**src/rtl/arrmult_pkg.sv**
```systemverilog
// ---------------------------------------------------------------------------
// Package: arrmult_pkg
// Purpose: Shared definitions for the multiply-accumulate datapath that sits
//          behind the 4x8 array multiplier.
// Contents:
//   PW_DEFAULT   default product width (the 4x8 multiplier output is 12 bits)
//   acc_state_t  two-state accumulator FSM encoding (ACC, HOLD)
//   clog2        elaboration-time ceil(log2(value)) helper for sizing counters
// ---------------------------------------------------------------------------
package arrmult_pkg;

   localparam int PW_DEFAULT = 12;

   typedef enum logic {
      ACC  = 1'b0,
      HOLD = 1'b1
   } acc_state_t;

   // Ceiling log2 used to size counters. Values of 0 or 1 give 0, so
   // callers size a counter for N states by passing N.
   function automatic int clog2(input int value);
      int result;
      int remain;
      result = 0;
      remain = value - 1;
      while (remain > 0) begin
         result = result + 1;
         remain = remain >> 1;
      end
      return result;
   endfunction

endpackage

```
**src/rtl/acc_sat_add.sv**
```systemverilog
// ---------------------------------------------------------------------------
// Module: acc_sat_add
// Purpose: Unsigned ACC_W-bit adder for the product accumulator. Reports the
//          carry out of the add so the caller can record overflow.
// Configuration macro: ACCUM_SAT_EN
//   defined   -> on a carry the sum clamps to 2^ACC_W-1
//   undefined -> the sum wraps modulo 2^ACC_W
// Ports:
//   a      in   ACC_W  running accumulator value
//   b      in   ACC_W  zero-extended product to add
//   sum    out  ACC_W  result (wrapped or saturated)
//   carry  out  1      carry out of the full-width add
// ---------------------------------------------------------------------------
module acc_sat_add #(
   parameter int ACC_W = 20
) (
   input  logic [ACC_W-1:0] a,
   input  logic [ACC_W-1:0] b,
   output logic [ACC_W-1:0] sum,
   output logic             carry
);

   logic [ACC_W:0] raw_sum;

   // Add with one extra bit so the carry is visible. In saturating builds a
   // carry clamps to all ones; an already-saturated accumulator then carries
   // again on any non-zero product and therefore stays clamped.
   always_comb begin
      raw_sum = {1'b0, a} + {1'b0, b};
      carry   = raw_sum[ACC_W];
`ifdef ACCUM_SAT_EN
      sum     = carry ? {ACC_W{1'b1}} : raw_sum[ACC_W-1:0];
`else
      sum     = raw_sum[ACC_W-1:0];
`endif
   end

endmodule

```
**src/rtl/prod_accumulator.sv**
```systemverilog
// ---------------------------------------------------------------------------
// Module: prod_accumulator
// Purpose: Accumulate half of the multiply-accumulate datapath. Takes the
//          unsigned product stream from the 4x8 array multiplier over a
//          valid/ready handshake, sums N_TERMS products (fewer when in_last
//          closes the sum early) and presents the sum, the term count and an
//          overflow flag over an output valid/ready handshake.
// Configuration macro: ACCUM_SAT_EN (selects saturating add in acc_sat_add)
// Parameters:
//   PW       product width
//   ACC_W    accumulator / out_sum width (>= PW)
//   N_TERMS  products per sum (>= 1)
// Ports:
//   clk        in   1      rising-edge clock
//   rst        in   1      asynchronous active-high reset
//   in_valid   in   1      in_prod/in_last are valid
//   in_ready   out  1      a product can be accepted this cycle
//   in_prod    in   PW     unsigned product
//   in_last    in   1      this product closes the current sum
//   out_valid  out  1      out_sum/out_count/out_ovf are valid
//   out_ready  in   1      downstream accepts the result
//   out_sum    out  ACC_W  accumulated sum
//   out_count  out  CW     number of products in out_sum
//   out_ovf    out  1      the sum overflowed ACC_W bits at some point
// ---------------------------------------------------------------------------
module prod_accumulator
   import arrmult_pkg::*;
#(
   parameter int PW      = PW_DEFAULT,
   parameter int ACC_W   = 20,
   parameter int N_TERMS = 16
) (
   input  logic                             clk,
   input  logic                             rst,
   input  logic                             in_valid,
   output logic                             in_ready,
   input  logic [PW-1:0]                    in_prod,
   input  logic                             in_last,
   output logic                             out_valid,
   input  logic                             out_ready,
   output logic [ACC_W-1:0]                 out_sum,
   output logic [clog2(N_TERMS+1)-1:0]      out_count,
   output logic                             out_ovf
);

   localparam int CW = clog2(N_TERMS + 1);

   acc_state_t      state_q, state_d;
   logic [ACC_W-1:0] acc_q, acc_d;
   logic [CW-1:0]    cnt_q, cnt_d;
   logic             ovf_q, ovf_d;

   logic [ACC_W-1:0] prod_ext;
   logic [ACC_W-1:0] add_sum;
   logic             add_carry;
   logic [CW-1:0]    cnt_inc;

   assign prod_ext = ACC_W'(in_prod);
   assign cnt_inc  = cnt_q + CW'(1);

   acc_sat_add #(
      .ACC_W (ACC_W)
   ) u_add (
      .a     (acc_q),
      .b     (prod_ext),
      .sum   (add_sum),
      .carry (add_carry)
   );

   // Next-state logic. In ACC every accepted product is added and counted;
   // the sum closes when the count reaches N_TERMS or in_last is seen.
   // In HOLD nothing is accepted, so a product offered in the same cycle as
   // out_ready simply waits one cycle and becomes the first term of the next
   // sum.
   always_comb begin
      state_d = state_q;
      acc_d   = acc_q;
      cnt_d   = cnt_q;
      ovf_d   = ovf_q;
      case (state_q)
         ACC: begin
            if (in_valid) begin
               acc_d = add_sum;
               cnt_d = cnt_inc;
               ovf_d = ovf_q | add_carry;
               if ((cnt_inc == CW'(N_TERMS)) || in_last) begin
                  state_d = HOLD;
               end
            end
         end
         HOLD: begin
            if (out_ready) begin
               acc_d   = '0;
               cnt_d   = '0;
               ovf_d   = 1'b0;
               state_d = ACC;
            end
         end
         default: begin
            state_d = ACC;
         end
      endcase
   end

   // State and datapath registers. Reset discards any partial sum.
   always_ff @(posedge clk or posedge rst) begin
      if (rst) begin
         state_q <= ACC;
         acc_q   <= '0;
         cnt_q   <= '0;
         ovf_q   <= 1'b0;
      end else begin
         state_q <= state_d;
         acc_q   <= acc_d;
         cnt_q   <= cnt_d;
         ovf_q   <= ovf_d;
      end
   end

   // Handshake outputs depend only on the state register, and the result
   // outputs come straight from the registers, so there are no combinational
   // paths from any input to any output.
   assign in_ready  = (state_q == ACC);
   assign out_valid = (state_q == HOLD);
   assign out_sum   = acc_q;
   assign out_count = cnt_q;
   assign out_ovf   = ovf_q;

endmodule

```
**config.mk**
```make
export PLATFORM = sky130hd
export DESIGN_NAME = prod_accumulator
export DESIGN_NICKNAME = d
export VERILOG_FILES = /design/src/rtl/arrmult_pkg.sv /design/src/rtl/acc_sat_add.sv /design/src/rtl/prod_accumulator.sv
export SDC_FILE = /design/constraint.sdc
export NUM_CORES = 1
export LEC_CHECK = 0
export CELL_PAD_IN_SITES_DETAIL_PLACEMENT = 1
export CELL_PAD_IN_SITES_GLOBAL_PLACEMENT = 1
export CORE_UTILIZATION = 51
export DETAILED_ROUTE_END_ITERATION = 12
export DONT_BUFFER_PORTS = 1
export PLACE_DENSITY = 0.8
export SYNTH_ARGS = -nofsm -noshare
export SYNTH_HDL_FRONTEND = slang
export SYNTH_HIERARCHICAL = 1
export SYNTH_SLANG_ARGS = --single-unit
```
**constraint.sdc**
```tcl
create_clock -name clk -period 4.09 [get_ports clk]
set_clock_uncertainty 0.2 [all_clocks]
set_input_delay 0.409 -clock clk [delete_from_list [all_inputs] [get_ports clk]]
set_output_delay 0.409 -clock clk [all_outputs]
set_load 0.02 [all_outputs]
```
==> flow_summary.yaml <==
yosys:
  ys_async_sr_fraction: 1.00
  synth_enable_flop_cells: 0
  post_synth_and_or_nand_nor_area_fraction: 0.0933
  synth_top_family_by_area: "compound AO/OA/AOI/OAI gates"
  synth_common_cells: "dfrtp_1 (27), a21oi_1 (26), a22o_1 (22), ha_1 (22), nand2_1 (13)"
  synth_ff_type: "dfrtp_1"
  post_synthesis_cell_area_sq_mm: 0.00217
  synth_most_common_cell: "dfrtp_1"
  netlist.top_cell.by_area: "dfrtp_1"
  post_synth_fa_ha_maj_area_fraction: 0.136
  synthesis.instances: 226
  post_synth.cell_area_avg_sq_um: 9.61
  synthesis.yosys.warnings: 6
  ys_seq_area_frac: 0.311
  synth_xor_xnor_area_share: 0.0605
  synth-compound-area-share: 0.315
  synth.mux.area_fraction: 0.0259
  synth.top_cell.area_share: 0.311
  synth_cell_type_count: 56
  ys_ff_latch: 27
  netlist_top_cells_area: "dfrtp_1 (31%), ha_1 (13%), a22o_1 (8.9%)"
placed_design:
  post-place-ws_ns: 1.15
  dpl_cell_area_sq_mm: 0.00218
  place.detailed.hpwl_mm: 4.14
  buffer_ports.inserted: 0
  gp_routability_congestion: 0.834
clocking:
  cts_htree_levels: 1
  ctsResizeCount: 0
  cts_root_buf: "clkbuf_8"
  clk_transition_reported_paths_ns: 0.09
  cts_bufs_inserted: 3
  cts.sinks: 27
  post_cts_setup_buffer_count: 0
  tritoncts: "done"
  clkLatencyLatePin_ns: 0.27
  cts_hold_fix_bufs: 0
  ctsLongestPathBuffers: 2
drt:
  detailed_route_wl_mm: 5.52
  drt-initial-drc-count: 105
  per_cell_via_count_in_the_routed_design: 6.52
  wl_per_cell_microns: 19.8
  route.detailed.drc: 0
  final_ant_viol_nets: 0
  routed-via-count: 1818
  detailedRoute.firstPassIterationCount: 4
setup_path:
  worst_r2r_startpoint: "out_sum[0]"
  reg2reg_to: "out_ovf"
  worst_path_largest_cell_delay_ns: 0.49
  timing.critical_path.slowest_stage_cell: "dfrtp_1"
  critical_path.top_delay_family: "compound AO/OA/AOI/OAI gates"
  crit_type: "reg2reg"
  start_kind: "register"
  path_depth_of_the_worst_reg2reg_path: 9
  timing.critical_path.to_type: "register"
  rrSetupSlack_ns: 1.16
  critPathMaxFanout: 5
  critPathRequiredTime_ns: 4.03
  cp.arrival_ns: 2.88
  worst-path-buf-inv: 0
  critical_path.cell_chain: "ha_1, fa_1, a211oi_1, o21a_1, a221o_1, o221a_2, o21ai_0, a21oi_1, o22ai_1"
cells_and_area:
  flow.area_growth_from_synthesis_pct: 2.42
  postLayoutCellArea_sq_mm: 0.00222
  multi_input_comb_area_sq_mm: 0.00140
  register_area_sq_um: 676
  antennaDiodeCount: 0
  finalCoreUtilization: 0.548
  fill_cells: 464
  post_route_cells_drive_above_1_share: 0.0611
  finalNetCount: 270
global_route:
  gr-usage-all-layers: 0.260
  first_pass_grt_wire_length_mm: 8.95
  initial_antenna_violation_count: 0
  maximum_number_of_pins_on_one_net_before_global_route_repair: 28
  grt_remaining_overflow: 0
  grt_pass1_vias: 1859
die:
  floorplan.die_area_sq_mm: 0.00452
  initial_cell_density_of_the_core: 0.535
  die-width_microns: 67.3
  design.core.area_sq_mm: 0.00406
  row_count: 23
  die_h_microns: 67.3
  ioPinCount: 45
flow_run:
  maxCapViolCount: 0
hold_path:
  min_to: "out_ovf"
  hp-start: "out_ready"
  worstHoldPathCells: 1
  timing.hold.worst.class: "in2reg"
pwr:
  ir_drop_worst_vdd_mv: 0.349
  power_density_mw_per_mm2: 781
  leakagePower_nw: 1.03
sta:
  timing.final.max_slew_violations: 0
  final_hold_violation_count: 0
  setup-violations-final: 0
  final.period_utilization: 0.717
  fmax_ghz: 0.341
  worst_pin_slew_ns: 1.16
  rsz0062_at_grt: "no"
  setup_slack_ns: 1.16
  max_slew_margin: 0.220
  tns_ns: 0
  final_period_demand_of_the_worst_path_ns: 2.93
run_status:
  run_status: "finished, final reports clean"
[final cells by class]
cell class,count,share of cell area
well taps,50,0.0281
multi-input cells,188,0.629
inverters,9,0.0152
clock buffers,3,0.0186
clock inverters,1,0.00225
flip-flops and latches,27,0.304
repair buffers,1,0.00337
[logic make-up (layout without fill, tap and decap cells)]
| group | Yosys count | in the layout |
|---|---|---|
| AO/OA/AOI/OAI | 96 | 96 |
| other | 1 | 8 |
| adder cells (fa/ha/maj) | 23 | 23 |
| buffers and inverters | 18 | 14 |
| XOR/XNOR | 15 | 15 |
| AND/OR/NAND/NOR | 41 | 41 |
| multiplexers | 5 | 5 |
| flip-flops | 27 | 27 |
[layer usage]
layer  up-vias  routed length, microns  GRT usage
met1       909                    2420      0.332
met2        37                    2870      0.463
met4         0                      46     0.0638
met3         4                     190     0.0321
met5         -                       0          0
li1        868                       -          -
[cell usage in the layout (no fill, tap or decap), types with 6 or more instances in the layout]
| cell type | count |
|---|---|
| nand3_1 | 8 |
| xnor2_1 | 8 |
| nor2_1 | 6 |
| conb_1 | 8 |
| dfrtp_1 | 27 |
| ha_1 | 22 |
| a21oi_1 | 26 |
| inv_1 | 9 |
| nand2_1 | 13 |
| o21ai_0 | 10 |
| xor2_1 | 7 |
| a22o_1 | 22 |
[stage by stage]
stage	power [mW]	hold slack, ns	std cells
after floorplan	1.38	0.262	233
after global placement	1.51	0.320	275
after detailed placement	1.56	0.336	275
after CTS	1.73	0.0348	279
after global routing	1.88	0.0309	279
final	1.74	0.0459	279
[worst max path at each step]
| stage | endpoint | slack [ns] | from | cells after the start |
|---|---|---|---|---|
| after global routing | out_ovf | 0.98 | out_sum[0] | 9 |
| after detailed placement | out_ovf | 1.15 | out_sum[0] | 9 |
| after global placement | out_ovf | 1.31 | out_sum[0] | 9 |
| after floorplan | out_ovf | 1.49 | out_sum[0] | 9 |
| after CTS | out_ovf | 1.14 | out_sum[0] | 9 |
| final | out_ovf | 1.16 | out_sum[0] | 9 |
[flip-flops by register name (all words and copies together), names as in the netlist]
| name | count |
|---|---|
| out_ovf | 1 |
| out_valid | 1 |
| out_sum | 20 |
| out_count | 5 |
[power by group]
part	total [mW]	internal [mW]	switching (mW)
Combinational	0.977	0.429	0.548
Sequential	0.608	0.365	0.242
Clock	0.154	0.0683	0.0855
Power figures use the tool's default switching activity.
